**src/rtl/pc_sequencer_if.sv**
```systemverilog
// Fetch-stage PC sequencer bundle: redirect/stall/halt controls in, fetch PC, flush and statistics out.
// Clock and reset stay outside the interface as plain ports of the sequencer.
interface pc_sequencer_if #(
  parameter int PC_W  = 32,
  parameter int CNT_W = 32
);
  logic             stall;
  logic             bj_valid;
  logic             bj_is_jump;
  logic [PC_W-1:0]  bj_target;
  logic             halt_req;
  logic             resume;
  logic             cnt_clr;
  logic [PC_W-1:0]  pc;
  logic             fetch_valid;
  logic             flush;
  logic [1:0]       state;
  logic [CNT_W-1:0] branch_cnt;
  logic [CNT_W-1:0] jump_cnt;
  logic [CNT_W-1:0] stall_cnt;

  modport master (
    output stall, bj_valid, bj_is_jump, bj_target, halt_req, resume, cnt_clr,
    input  pc, fetch_valid, flush, state, branch_cnt, jump_cnt, stall_cnt
  );

  modport slave (
    input  stall, bj_valid, bj_is_jump, bj_target, halt_req, resume, cnt_clr,
    output pc, fetch_valid, flush, state, branch_cnt, jump_cnt, stall_cnt
  );
endinterface

```
**src/rtl/pc_sequencer.sv**
```systemverilog
// Registered fetch PC controller: one-cycle update of pc/flush/state, redirects held during stall.
// No backpressure of its own; stall/halt inputs freeze the PC and any redirect seen in a stall is buffered.
module pc_sequencer #(
  parameter int              PC_W     = 32,
  parameter logic [PC_W-1:0] RESET_PC = '0,
  parameter int              CNT_W    = 32
) (
  input logic           clk,
  input logic           rst_n,
  pc_sequencer_if.slave bus
);
  typedef enum logic [1:0] {
    BOOT  = 2'd0,
    RUN   = 2'd1,
    STALL = 2'd2,
    HALT  = 2'd3
  } state_t;

  state_t           state_q;
  logic [PC_W-1:0]  pc_q;
  logic             fetch_valid_q;
  logic             flush_q;
  logic             pend_valid_q;
  logic [PC_W-1:0]  pend_target_q;
  logic             pend_is_jump_q;
  logic [CNT_W-1:0] branch_cnt_q;
  logic [CNT_W-1:0] jump_cnt_q;
  logic [CNT_W-1:0] stall_cnt_q;

  logic             load_en;
  logic [PC_W-1:0]  load_target;
  logic             load_is_jump;
  logic             capture_en;

  // Single point deciding which redirect (live or pending) lands in pc this edge.
  always_comb begin
    load_en      = 1'b0;
    load_target  = bus.bj_target;
    load_is_jump = bus.bj_is_jump;
    capture_en   = 1'b0;
    case (state_q)
      RUN: begin
        load_en    = !bus.halt_req && !bus.stall && bus.bj_valid;
        capture_en = !bus.halt_req && bus.stall && bus.bj_valid;
      end
      STALL: begin
        capture_en = !bus.halt_req && bus.stall && bus.bj_valid;
        if (!bus.halt_req && !bus.stall) begin
          if (bus.bj_valid) begin
            load_en = 1'b1;
          end else if (pend_valid_q) begin
            load_en      = 1'b1;
            load_target  = pend_target_q;
            load_is_jump = pend_is_jump_q;
          end
        end
      end
      HALT: begin
        if (!bus.halt_req && bus.resume && pend_valid_q) begin
          load_en      = 1'b1;
          load_target  = pend_target_q;
          load_is_jump = pend_is_jump_q;
        end
      end
      default: ;
    endcase
  end

  always_ff @(posedge clk or negedge rst_n) begin
    if (!rst_n) begin
      state_q        <= BOOT;
      pc_q           <= RESET_PC;
      fetch_valid_q  <= 1'b0;
      flush_q        <= 1'b0;
      pend_valid_q   <= 1'b0;
      pend_target_q  <= '0;
      pend_is_jump_q <= 1'b0;
    end else begin
      // Loads only happen on a transition into RUN, so flush never shows in BOOT/HALT.
      flush_q <= load_en;
      if (capture_en) begin
        pend_valid_q   <= 1'b1;
        pend_target_q  <= bus.bj_target;
        pend_is_jump_q <= bus.bj_is_jump;
      end
      if (load_en) begin
        pc_q         <= load_target;
        pend_valid_q <= 1'b0;
      end
      case (state_q)
        BOOT: begin
          state_q       <= RUN;
          fetch_valid_q <= 1'b1;
        end
        RUN: begin
          if (bus.halt_req) begin
            state_q       <= HALT;
            fetch_valid_q <= 1'b0;
          end else if (bus.stall) begin
            state_q       <= STALL;
            fetch_valid_q <= 1'b0;
          end else if (!load_en) begin
            pc_q <= pc_q + 1'b1;
          end
        end
        STALL: begin
          if (bus.halt_req) begin
            state_q <= HALT;
          end else if (!bus.stall) begin
            state_q       <= RUN;
            fetch_valid_q <= 1'b1;
            if (!load_en) pc_q <= pc_q + 1'b1;
          end
        end
        HALT: begin
          // Without a pending redirect the resume edge holds pc; stepping starts next edge.
          if (!bus.halt_req && bus.resume) begin
            state_q       <= RUN;
            fetch_valid_q <= 1'b1;
          end
        end
        default: state_q <= BOOT;
      endcase
    end
  end

  always_ff @(posedge clk or negedge rst_n) begin
    if (!rst_n) begin
      branch_cnt_q <= '0;
      jump_cnt_q   <= '0;
      stall_cnt_q  <= '0;
    end else if (bus.cnt_clr) begin
      branch_cnt_q <= '0;
      jump_cnt_q   <= '0;
      stall_cnt_q  <= '0;
    end else begin
      if (load_en && !load_is_jump && branch_cnt_q != '1) branch_cnt_q <= branch_cnt_q + 1'b1;
      if (load_en && load_is_jump && jump_cnt_q != '1)    jump_cnt_q   <= jump_cnt_q + 1'b1;
      if (state_q == STALL && stall_cnt_q != '1)          stall_cnt_q  <= stall_cnt_q + 1'b1;
    end
  end

  assign bus.pc          = pc_q;
  assign bus.fetch_valid = fetch_valid_q;
  assign bus.flush       = flush_q;
  assign bus.state       = state_q;
  assign bus.branch_cnt  = branch_cnt_q;
  assign bus.jump_cnt    = jump_cnt_q;
  assign bus.stall_cnt   = stall_cnt_q;
endmodule

```
**src/flat_wrapper.sv**
```systemverilog
// flat-port wrapper written by rule: the top's interface ports become plain ports
module pc_sequencer_flat 
#(
  parameter int              PC_W     = 32,
  parameter logic [PC_W-1:0] RESET_PC = '0,
  parameter int              CNT_W    = 32
)
  (clk, rst_n, bus_stall, bus_bj_valid, bus_bj_is_jump, bus_bj_target, bus_halt_req, bus_resume, bus_cnt_clr, bus_pc, bus_fetch_valid, bus_flush, bus_state, bus_branch_cnt, bus_jump_cnt, bus_stall_cnt);
  pc_sequencer_if #(.PC_W(PC_W), .CNT_W(CNT_W)) bus_i ();
  input logic clk;
  input logic rst_n;
  input wire logic [$bits(bus_i.stall)-1:0] bus_stall;
  input wire logic [$bits(bus_i.bj_valid)-1:0] bus_bj_valid;
  input wire logic [$bits(bus_i.bj_is_jump)-1:0] bus_bj_is_jump;
  input wire logic [$bits(bus_i.bj_target)-1:0] bus_bj_target;
  input wire logic [$bits(bus_i.halt_req)-1:0] bus_halt_req;
  input wire logic [$bits(bus_i.resume)-1:0] bus_resume;
  input wire logic [$bits(bus_i.cnt_clr)-1:0] bus_cnt_clr;
  output wire logic [$bits(bus_i.pc)-1:0] bus_pc;
  output wire logic [$bits(bus_i.fetch_valid)-1:0] bus_fetch_valid;
  output wire logic [$bits(bus_i.flush)-1:0] bus_flush;
  output wire logic [$bits(bus_i.state)-1:0] bus_state;
  output wire logic [$bits(bus_i.branch_cnt)-1:0] bus_branch_cnt;
  output wire logic [$bits(bus_i.jump_cnt)-1:0] bus_jump_cnt;
  output wire logic [$bits(bus_i.stall_cnt)-1:0] bus_stall_cnt;
  assign bus_i.stall = bus_stall;
  assign bus_i.bj_valid = bus_bj_valid;
  assign bus_i.bj_is_jump = bus_bj_is_jump;
  assign bus_i.bj_target = bus_bj_target;
  assign bus_i.halt_req = bus_halt_req;
  assign bus_i.resume = bus_resume;
  assign bus_i.cnt_clr = bus_cnt_clr;
  assign bus_pc = bus_i.pc;
  assign bus_fetch_valid = bus_i.fetch_valid;
  assign bus_flush = bus_i.flush;
  assign bus_state = bus_i.state;
  assign bus_branch_cnt = bus_i.branch_cnt;
  assign bus_jump_cnt = bus_i.jump_cnt;
  assign bus_stall_cnt = bus_i.stall_cnt;
  pc_sequencer #(.PC_W(PC_W), .RESET_PC(RESET_PC), .CNT_W(CNT_W)) u_core (.clk(clk), .rst_n(rst_n), .bus(bus_i));
endmodule
```
**config.mk**
```make
export PLATFORM = sky130hd
export DESIGN_NAME = pc_sequencer_flat
export DESIGN_NICKNAME = d
export VERILOG_FILES = /design/src/rtl/pc_sequencer_if.sv /design/src/rtl/pc_sequencer.sv /design/src/flat_wrapper.sv
export SDC_FILE = /design/constraint.sdc
export NUM_CORES = 1
export LEC_CHECK = 0
export BUFFER_PORTS_ARGS = -buffer_cell sky130_fd_sc_hd__clkbuf_2
export CAP_MARGIN = 15
export CORE_ASPECT_RATIO = 0.8
export CORE_MARGIN = 2
export CORE_UTILIZATION = 46
export CTS_CLUSTER_DIAMETER = 50
export CTS_CLUSTER_SIZE = 25
export DETAILED_ROUTE_END_ITERATION = 16
export PLACE_DENSITY = 0.76
export SLEW_MARGIN = 30
export SYNTH_ARGS = -nofsm -noshare
export SYNTH_HDL_FRONTEND = slang
export SYNTH_SLANG_ARGS = --single-unit
```
**constraint.sdc**
```tcl
create_clock -name clk -period 4.1 [get_ports clk]
set_clock_uncertainty 0.2 [all_clocks]
set_input_delay 0 -clock clk [delete_from_list [all_inputs] [get_ports clk]]
set_output_delay 0 -clock clk [all_outputs]
set_load 0.005 [all_outputs]
```
**Yosys cells after proc, flatten, opt, wreduce, memory -nomap -nowiden**

Index checks and enable logic that the tools add are counted.

- Register bits after elaboration: 166
- Input port bits: 40
- Output and inout bits: 132
- Logic and storage cells: 88

- Add/sub/neg operators: 4
- Equality and inequality tests: 11
- Mux-type cells: 41
- Reduce and logical (&&, ||, !) cells: 22

Operators by type and width:

| cell | number |
|---|---|
| 2-to-1 mux 32 bit | 15 |
| adder 32 x 1 -> 32 bit (second input constant) | 4 |
| != test 32 bit (second input constant) | 3 |
| one-hot mux 32 bit (2 select lines) | 1 |
| 2-to-1 mux 1 bit | 16 |
| logical AND 1 bit | 11 |
| 2-to-1 mux 2 bit | 5 |
| one-hot mux 2 bit (4 select lines) | 1 |
| nonzero test 2 bit | 4 |
| != test 3 bit (second input constant) | 2 |
| equality test 2 bit (second input constant) | 2 |
| != test 2 bit (second input constant) | 2 |
| one-hot mux 1 bit (4 select lines) | 1 |
| AND reduction 4 bit | 1 |
| logical NOT 1 bit | 3 |
| one-hot mux 1 bit (3 select lines) | 1 |
| AND reduction 3 bit | 1 |
| equality test 2 x 1 -> 1 bit (second input constant) | 1 |
| logical NOT 2 bit | 1 |
| != test 2 x 1 -> 1 bit (second input constant) | 1 |
| one-hot mux 1 bit (2 select lines) | 1 |
| OR reduction 2 bit | 1 |

**Logic depth before layout (Yosys ltp)**

Gate-level depths: netlist (run 1).

- Depth after elaboration: 10
- Gate-level depth with buffers: 12
- Depth with buffers taken out: 9

**Worst setup path after synthesis (run 1)**

No wires, ideal clock.

- Path kind: reg2reg
- Start point: register u_core.state_q[0] (netlist: u_core.bus.state[0])
- End point: register u_core.branch_cnt_q[19] (netlist: u_core.bus.branch_cnt[19])
- Setup time: 0.128 ns
- Arrival: 2.626 ns
- Data required time: 3.772 ns
- Path slack: 1.146 ns
- Stages on the path, launching flop included: 11
- Buffers on the path: 2
- Clock period less this slack: 2.954 ns
- Path through: dfrtp_1 -> inv_1 -> ha_1 -> clkbuf_1 -> nand2_1 -> o311ai_1 -> and3_1 -> nand3_2 -> clkbuf_1 -> nor4_1 -> mux2_1

- Cells in the longest elaborated chain, start to end: 6
- Elaborated cells between the ends (all ways): 9
- Classes of those cells: eq/ne (3); mux (2); reduce/logical (4)

RTL lines:

| item | RTL line | text |
|---|---|---|
| start, declared | pc_sequencer.sv:19 | `state_t state_q;` |
| start signal, assigned | pc_sequencer.sv:71 | `state_q <= BOOT;` |
| start signal, assigned | pc_sequencer.sv:92 | `state_q <= RUN;` |
| start signal, assigned | pc_sequencer.sv:97 | `state_q <= HALT;` |
| equality test 2 bit | pc_sequencer.sv:41 | `case (state_q)` |
| one-hot mux 1 bit (2 select lines) | pc_sequencer.sv:41 |  |
| logical NOT 1 bit | pc_sequencer.sv:137 | `if (load_en && !load_is_jump && branch_cnt_q != '1) branch_cnt_q <= branch_cnt_q + 1'b1;` |
| logical AND 1 bit (*) (2 in a row) | pc_sequencer.sv:137 |  |
| nonzero test 2 bit (no line) (*) | - |  |
| end signal, assigned | pc_sequencer.sv:137 |  |
| end, declared | pc_sequencer.sv:26 | `logic [CNT_W-1:0] branch_cnt_q;` |

Every way passes the cells marked *; elsewhere a longest branch is shown, timed or not.
A chain may end at the register's enable or synchronous reset.

**Worst setup path in the final report (run 1)**

- Start point: register u_core.state_q[0] (netlist: u_core.bus.state[0])
- End point: register u_core.branch_cnt_q[17] (netlist: u_core.bus.branch_cnt[17])

Same word-level chain as after synthesis.

==> impl_results.md, run 1 <==
* Result of the run: finished, final reports clean
* Setup violators final at 0
* Hold Crit Class: primary input to async pin
* Critical Path RT at 4.20 ns
* Drt first pass iters at 5
* WL/cell at 16.63 um
* All-Layer GR Usage at 23.04%
* Drt via density at 5.688
* H-tree depth at 4
* Reg clk slew, reported paths at 0.07 ns
* CP max stage cell: o311ai_1
* CTS tree: built
* Routed Antenna Nets at 0
* Vias in the first global route at 7362
* Site row count at 45
* Core region area at 18750 um2
* RSZ-0062 raised after global routing: no
* Most Crowded Layer GR: met2
* Yosys reg bits at 166
* VDD IR max at 0.2850 mV
* Lkg Pwr at 4.615 nW
* Routed wire length at 22620 um
* Max Freq at 282.7 MHz
* DR vias at 7736
* Placement Setup Slack at 0.5795 ns
* Nets@finish at 1136
* PnR worst setup slack at 0.5627 ns
* Share of layout cells above drive strength 1 at 25.07%
* Boundary Pins at 172
* Synth top area share at 47.65%
* Synth Cell Area at 8717 um2
* Final Critical Period at 3.537 ns
* Grt met1 use at 32.63%
* Number of port buffers at 171
* Global-route wire length before repair at 37430 um
* Critical path peak fanout at 18
* Global routing usage on met2 at 35.86%
* Largest net degree at the start of global routing at 108
* Initial DRC Count at 521
* Ys flop type: dfrtp_1
* Sequential element share of the synthesized area at 47.65%
* Die Y-Extent at 127.1 um
* Number of max-slew violations in the final report at 0
* Core Util, Final at 58.01%
* Total gr overflow at 0
* Initial antenna violation count at 1
* Asr flop ratio synth at 100.0%
* Worst Path Arrival at 3.64 ns
* Met3 usage at 4.953%
* Slew @ Worst Pin at 0.8184 ns
* Cell family with most CP delay: simple AND/OR/NAND/NOR gates
* PnR Total Power at 5.166 mW
* Final Wtd Congestion at 0.8445
* Worst-case clock buffer depth at 2
* DIE WIDTH at 157.9 um
* Worst setup EP type: register
* Startpoint Class: register
* Sink Count at 166
* Initial Util at 46.49%
* Crit path largest cell delay at 0.48 ns
* Synth area leaders: dfrtp_1 48%, mux2_2 5.4%, xor2_1 4.2%
* Kind of critical path: register to register
* Synth area leader: dfrtp_1
* Syn avg cell area at 9.839 um2
* Tcrit/Tclk final at 86.28%
* Die area at 20070 um2
* DRC errors left at 0
* Pwr/cell area at 474.9 nW/um2
* YS warnings at 0
* Final hold vios at 0
* CTS buffer count at 17
* DP Wirelength at 15030 um
* Crit path buffers/inverters at 2
* Number of enable flip-flop cells after synthesis at 0
* Relative slew margins at 45.44%
* Syn-to-layout area delta at 24.77%
* Root Buffer: clkbuf_16
* Synth cell types at 52
* Post-Synthesis Cells at 886
* Maxcap violations at 0
* Setup tns final at 0 ns
* Syn Nets at 934
* CP Cell Sequence: inv_1 -> ha_1 -> nand2_1 -> o311ai_1 -> and3_1 -> nand3_2 -> buf_4 -> nor4b_1 -> mux2_2
* Clk Latency, worst-skew pair at 0.42 ns
cell usage after synthesis, drive strengths merged (3+ instances only):
cell	number
a21oi	68
a221oi	30
and2	3
and3	23
and4	10
buf	5
clkbuf	39
dfrtp	166
ha	8
inv	19
mux2	44
mux2i	6
nand2	54
nand3	47
nand4	25
nor2	85
nor2b	10
nor3	23
nor4	14
nor4b	8
o2111ai	4
o211ai	10
o21ai	23
o31ai	18
or2	5
or3	24
or4	16
xnor2	39
xor2	42
flip-flops by register name (all words and copies together), names as in the netlist:
register / flops
u_core.bus.branch_cnt: 32
u_core.bus.fetch_valid: 1
u_core.bus.flush: 1
u_core.bus.jump_cnt: 32
u_core.bus.pc: 32
u_core.bus.stall_cnt: 32
u_core.bus.state: 2
u_core.pend_is_jump_q: 1
u_core.pend_target_q: 32
u_core.pend_valid_q: 1
area by class of cell:
| class | instances | area, um2 |
|---|---|---|
| antenna | 1 | 2.502 |
| clock buffer | 22 | 474.2 |
| clock inverter | 10 | 120.1 |
| fill | 1623 | 7873 |
| inverter | 19 | 71.32 |
| multi-input combinational | 657 | 4343 |
| sequential | 166 | 4154 |
| tap | 258 | 322.8 |
| timing repair buffer | 227 | 1389 |
routing by layer:
| layer | vias up | routed length, um |
|---|---|---|
| met5 | - | 0 |
| met2 | 252 | 10640 |
| li1 | 3664 | - |
| met1 | 3790 | 10310 |
| met3 | 30 | 1335 |
| met4 | 0 | 333 |
power breakdown:
group | switching, mW | leakage (nW) | internal (mW) | total [mW]
registers | 0.309 | 2.16 | 1.99 | 2.30
logic | 0.644 | 2.17 | 0.604 | 1.25
clock network | 0.663 | 0.287 | 0.951 | 1.61
total | 1.62 | 4.61 | 3.55 | 5.17
final timing paths:
path                                                from                        end  slack [ns]  cells after the start
worst max-delay path                 u_core.bus.state[0]  u_core.bus.branch_cnt[17]        0.56                      9
worst min-delay path                               rst_n     u_core.bus.jump_cnt[6]        0.01                      2
worst max register to register       u_core.bus.state[0]  u_core.bus.branch_cnt[17]        0.56                      9
worst min register to register  u_core.pend_target_q[27]   u_core.pend_target_q[27]        0.31                      1
max in group asynchronous                          rst_n          u_core.bus.pc[29]        2.76                      3
min in group clk                            bus_bj_valid        u_core.pend_valid_q        0.07                      4
per-stage QoR:
step	instances	cell area [um2]	hold WS, ns
after global routing	1360	10880	0.06902
after detailed placement	1288	9887	-0.02367
final	1360	10880	0.01036
after floorplan	886	8717	-0.4956
after CTS	1359	10870	0.06581
after global placement	1288	9883	-0.02305
layout by cell type (no fill, tap or decap), types with 16 or more instances in the layout:
cell type,instances
a21oi_1,68
a221oi_1,30
and3_1,23
buf_4,17
clkbuf_16,17
clkbuf_2,169
dfrtp_1,166
dlygate4sd3_1,39
inv_1,18
mux2_2,42
nand2_1,54
nand3_1,46
nand4_1,25
nor2_1,85
nor3_1,23
o21ai_0,20
o31ai_1,16
or3_1,24
xnor2_1,39
xor2_1,42
kinds of logic (layout without fill, tap and decap cells):
| family | after synthesis | count (layout) | share of synthesized area [%] |
|---|---|---|---|
| AOI/OAI and AO/OA | 162 | 162 | 12.17 |
| xor gates and xnor gates | 81 | 81 | 8.138 |
| adders and majority gates | 8 | 8 | 1.148 |
| buffers and inverters | 63 | 278 | 2.784 |
| DFF | 166 | 166 | 47.65 |
| muxes | 50 | 50 | 6.373 |
| other | 0 | 1 | 0 |
| and+or+nand+nor | 356 | 356 | 21.73 |
timing repair:
item | CTS | global route
gates resized for setup | 0 | 0
endpoints found under the setup margin | 0 | 0
buffers inserted | 0 | 0
hold buffers | 39 | 0
endpoints found under the hold margin | 247 | 0
Power figures use the tool's default switching activity.
==> run 2, diff against run 1 <==
Settings changed: ABC_AREA set to 1, PLACE_DENSITY 0.76 to 0.75.
==> impl_results.md, run 2 <==
* CP Cell Sequence: inv_1 -> ha_1 -> o211ai_1 -> nand3_1 -> nand2_1 -> inv_2 -> nand3_4 -> nand2_4 -> nand2_1 -> nand2_1
* Fillcell total at 2290 (+41%)
* Initial DRC Count at 1072 (+110%)
* Critical Path RT at 4.26 ns (+0.06 ns)
* Drt via density at 5.241 (-7.9%)
* PnR Total Power at 5.409 mW (+4.7%)
* Number of port buffers at 171 (unchanged)
* Startpoint Class: register
* Worst Path Arrival at 3.13 ns (-0.51 ns)
* Maxcap violations at 0 (unchanged)
* Worst-case clock buffer depth at 2 (unchanged)
* Most common cell in the synthesized netlist: nand2_1
* DR vias at 10974 (+42%)
* Sequential element share of the synthesized area at 37.70% (-10 points)
* Post-Layout Inst Area at 12990 um2 (+19%)
* Drt first pass iters at 6 (+1)
* Final hold vios at 0 (unchanged)
* Relative slew margins at 43.31% (-2.1 points)
* Syn avg cell area at 6.947 um2 (-29%)
* CTS-repair resized insts at 0 (unchanged)
* Initial Util at 46.97% (+0.47 points)
* Global-route wire length before repair at 52520 um (+40%)
* RSZ-0062 raised after global routing: no
* Slew @ Worst Pin at 0.8483 ns (+0.02989 ns)
* Site row count at 50 (+11%)
* Kind of critical path: register to register
* CTS tree: built
* Worst reg2reg startpoint: u_core.bus.state[0]
* Number of max-slew violations in the final report at 0 (unchanged)
* Result of the run: finished, final reports clean
* Syn Nets at 1634 (+75%)
* Post-synthesis mux area share at 0.5110% (-5.9 points)
* Cell family with most CP delay: simple AND/OR/NAND/NOR gates
* Nets@finish at 1817 (+60%)
* YS warnings at 0 (unchanged)
* VDD IR max at 0.3788 mV (+33%)
* Die Y-Extent at 142.4 um (+12%)
* Reg2Reg Setup Slack at 1.13 ns (+0.57 ns)
* Critical path peak fanout at 33 (+15)
* Share of layout cells above drive strength 1 at 16.00% (-9.1 points)
* Initial antenna violation count at 0 (-1)
* Most used cell, CP: nand2_1
* Routed wire length at 32050 um (+42%)
* Synth area leaders: dfrtp_1 38%, nand2_1 17%, nor2_1 6.3%
* Number of enable flip-flop cells after synthesis at 0 (unchanged)
* All-Layer GR Usage at 25.79% (+2.7 points)
* Post-Synthesis Cells at 1586 (+79%)
* Synth Cell Area at 11020 um2 (+26%)
* Final Critical Period at 2.968 ns (-0.5690 ns)
* DRC errors left at 0 (unchanged)
* Largest net degree at the start of global routing at 87 (-19%)
* DP Wirelength at 22890 um (+52%)
* Crit path buffers/inverters at 2 (unchanged)
* Root Buffer: clkbuf_16
* CP max stage cell: nand3_4
* Max Freq at 336.9 MHz (+19%)
* Synth cell count leaders: 496 x nand2_1, 185 x nor2_1, 169 x inv_1, 166 x dfrtp_1, 128 x nand3_1
* Post-Synth Adder-Cell Area at 0.9085% (-0.24 points)
* Reg-to-Reg End: u_core.bus.jump_cnt[3]
* Routed Antenna Nets at 0 (unchanged)
* Lkg Pwr at 6.195 nW (+34%)
* Most frequent cells in the layout: 496 x nand2_1, 185 x nor2_1, 170 x clkbuf_2
* Setup violators final at 0 (unchanged)
* Metal3 WL at 2365 um (+77%)
* Ys flop type: dfrtp_1
* Critical path depth at 10 (+1)
* Vias in the first global route at 10218 (+39%)
* Pwr/cell area at 416.3 nW/um2 (-12%)
* Crit path from: u_core.bus.state[0]
* Crit path largest cell delay at 0.48 ns (about the same)
* Met2 WL at 14080 um (+32%)
* H-tree depth at 4 (unchanged)
* Simple-gate portion of the synthesized area at 40.18% (+18 points)
* Yosys reg bits at 166 (unchanged)
* Core region area at 23460 um2 (+25%)
* CTS buffer count at 17 (unchanged)
* Die area at 25210 um2 (+26%)
* Syn-to-layout area delta at 17.91%
* Reg2Reg Depth at 10 (+1)
* Synth Area in XOR/XNOR at 4.372% (-3.8 points)
* DR top layer: met4
* Clk Latency, worst-skew pair at 0.43 ns (about the same)
* Post-CTS Setup Repair Bufs at 0 (unchanged)
* Asr flop ratio synth at 100.0% (unchanged)
* Setup crit end: u_core.bus.jump_cnt[3]
* M1 WL at 15270 um (+48%)
* Largest family of logic cells by synthesized area: simple AND/OR/NAND/NOR gates
* Reg clk slew, reported paths at 0.07 ns (about the same)
* Final Wtd Congestion at 0.9491 (+12%)
* Synth area leader: dfrtp_1
* Total gr overflow at 0 (unchanged)
* Tcrit/Tclk final at 72.40% (-14 points)
* Boundary Pins at 172 (unchanged)
* Hold Crit Class: primary input to async pin
* Sink Count at 166 (unchanged)
* Leading cell type in the layout, fill and taps excluded: nand2_1
* WL/cell at 15.30 um (-8.0%)
* DIE WIDTH at 177.0 um (+12%)
* Compound-Gate Fraction of Synth Area at 7.154% (-5.0 points)
* Synth cell types at 45 (-13%)
* Placement Cell Area at 12010 um2 (+21%)
* Setup tns final at 0 ns (unchanged)
* Synth top area share at 37.70% (-10 points)
* Worst setup EP type: register
## run 2: cell types whose count changed after synthesis, moves of 40 or more
cell and delta:
nor2_1 +100, a21oi_1 -40, inv_1 +151, o21ai_0 +66
nand3_1 +82, nand2_1 +442
## run 2: worst min-delay path by stage
stage	end	slack (ns)
finish	u_core.bus.stall_cnt[10]	0.01
CTS	u_core.bus.stall_cnt[10]	0.06
global route	u_core.bus.stall_cnt[10]	0.09
global placement	u_core.bus.stall_cnt[10]	-0.08
detailed placement	u_core.bus.stall_cnt[10]	-0.07
floorplan	u_core.bus.branch_cnt[0]	-0.50
## run 2: area by class of cell
type                    instances  area (um2)  area share, %
clock buffers                  18       439.2          3.381
well taps                     312       390.4          3.005
flip-flops and latches        166        4154          31.98
inverters                     177       678.2          5.220
multi-input cells            1190        5862          45.12
repair buffers                217        1318          10.14
diodes                          1       2.502        0.01926
clock inverters                13       147.6          1.136
## run 2: cells by family after synthesis
kind of cell | Yosys count
xor+xnor | 55
flops | 166
buf+inv | 230
fa+ha+maj | 8
mux | 5
compound gates | 149
simple gates | 973
## run 2: timing repair
item | 4_1_cts | 5_1_grt
setup endpoints to repair | 0 | 0
hold buffers | 39 | 0
endpoints found under the hold margin | 159 | 0
## run 2: routing by layer
metal	vias to the layer above	GRT usage, %
met3	29	4.861
met5	-	0
met2	409	38.77
li1	5452	-
met4	0	5.002
met1	5084	38.62
## run 2: metrics by stage
| step | setup WS (ns) | util [%] | std cells | hold slack [ns] |
|---|---|---|---|---|
| after floorplan | 2.065 | - | 1586 | -0.4956 |
| after global placement | 1.320 | 51.19 | 2023 | -0.07560 |
| after detailed placement | 1.190 | 51.19 | 2023 | -0.06879 |
| after CTS | 1.179 | 55.35 | 2093 | 0.05651 |
| after global routing | 0.8818 | 55.37 | 2093 | 0.08970 |
| final | 1.132 | 55.38 | 2094 | 0.01064 |
## run 2: power by group
group | total (mW) | switching (mW) | internal [mW]
combinational | 1.43 | 0.905 | 0.529
clock | 1.64 | 0.720 | 0.919
sequential | 2.34 | 0.346 | 1.99
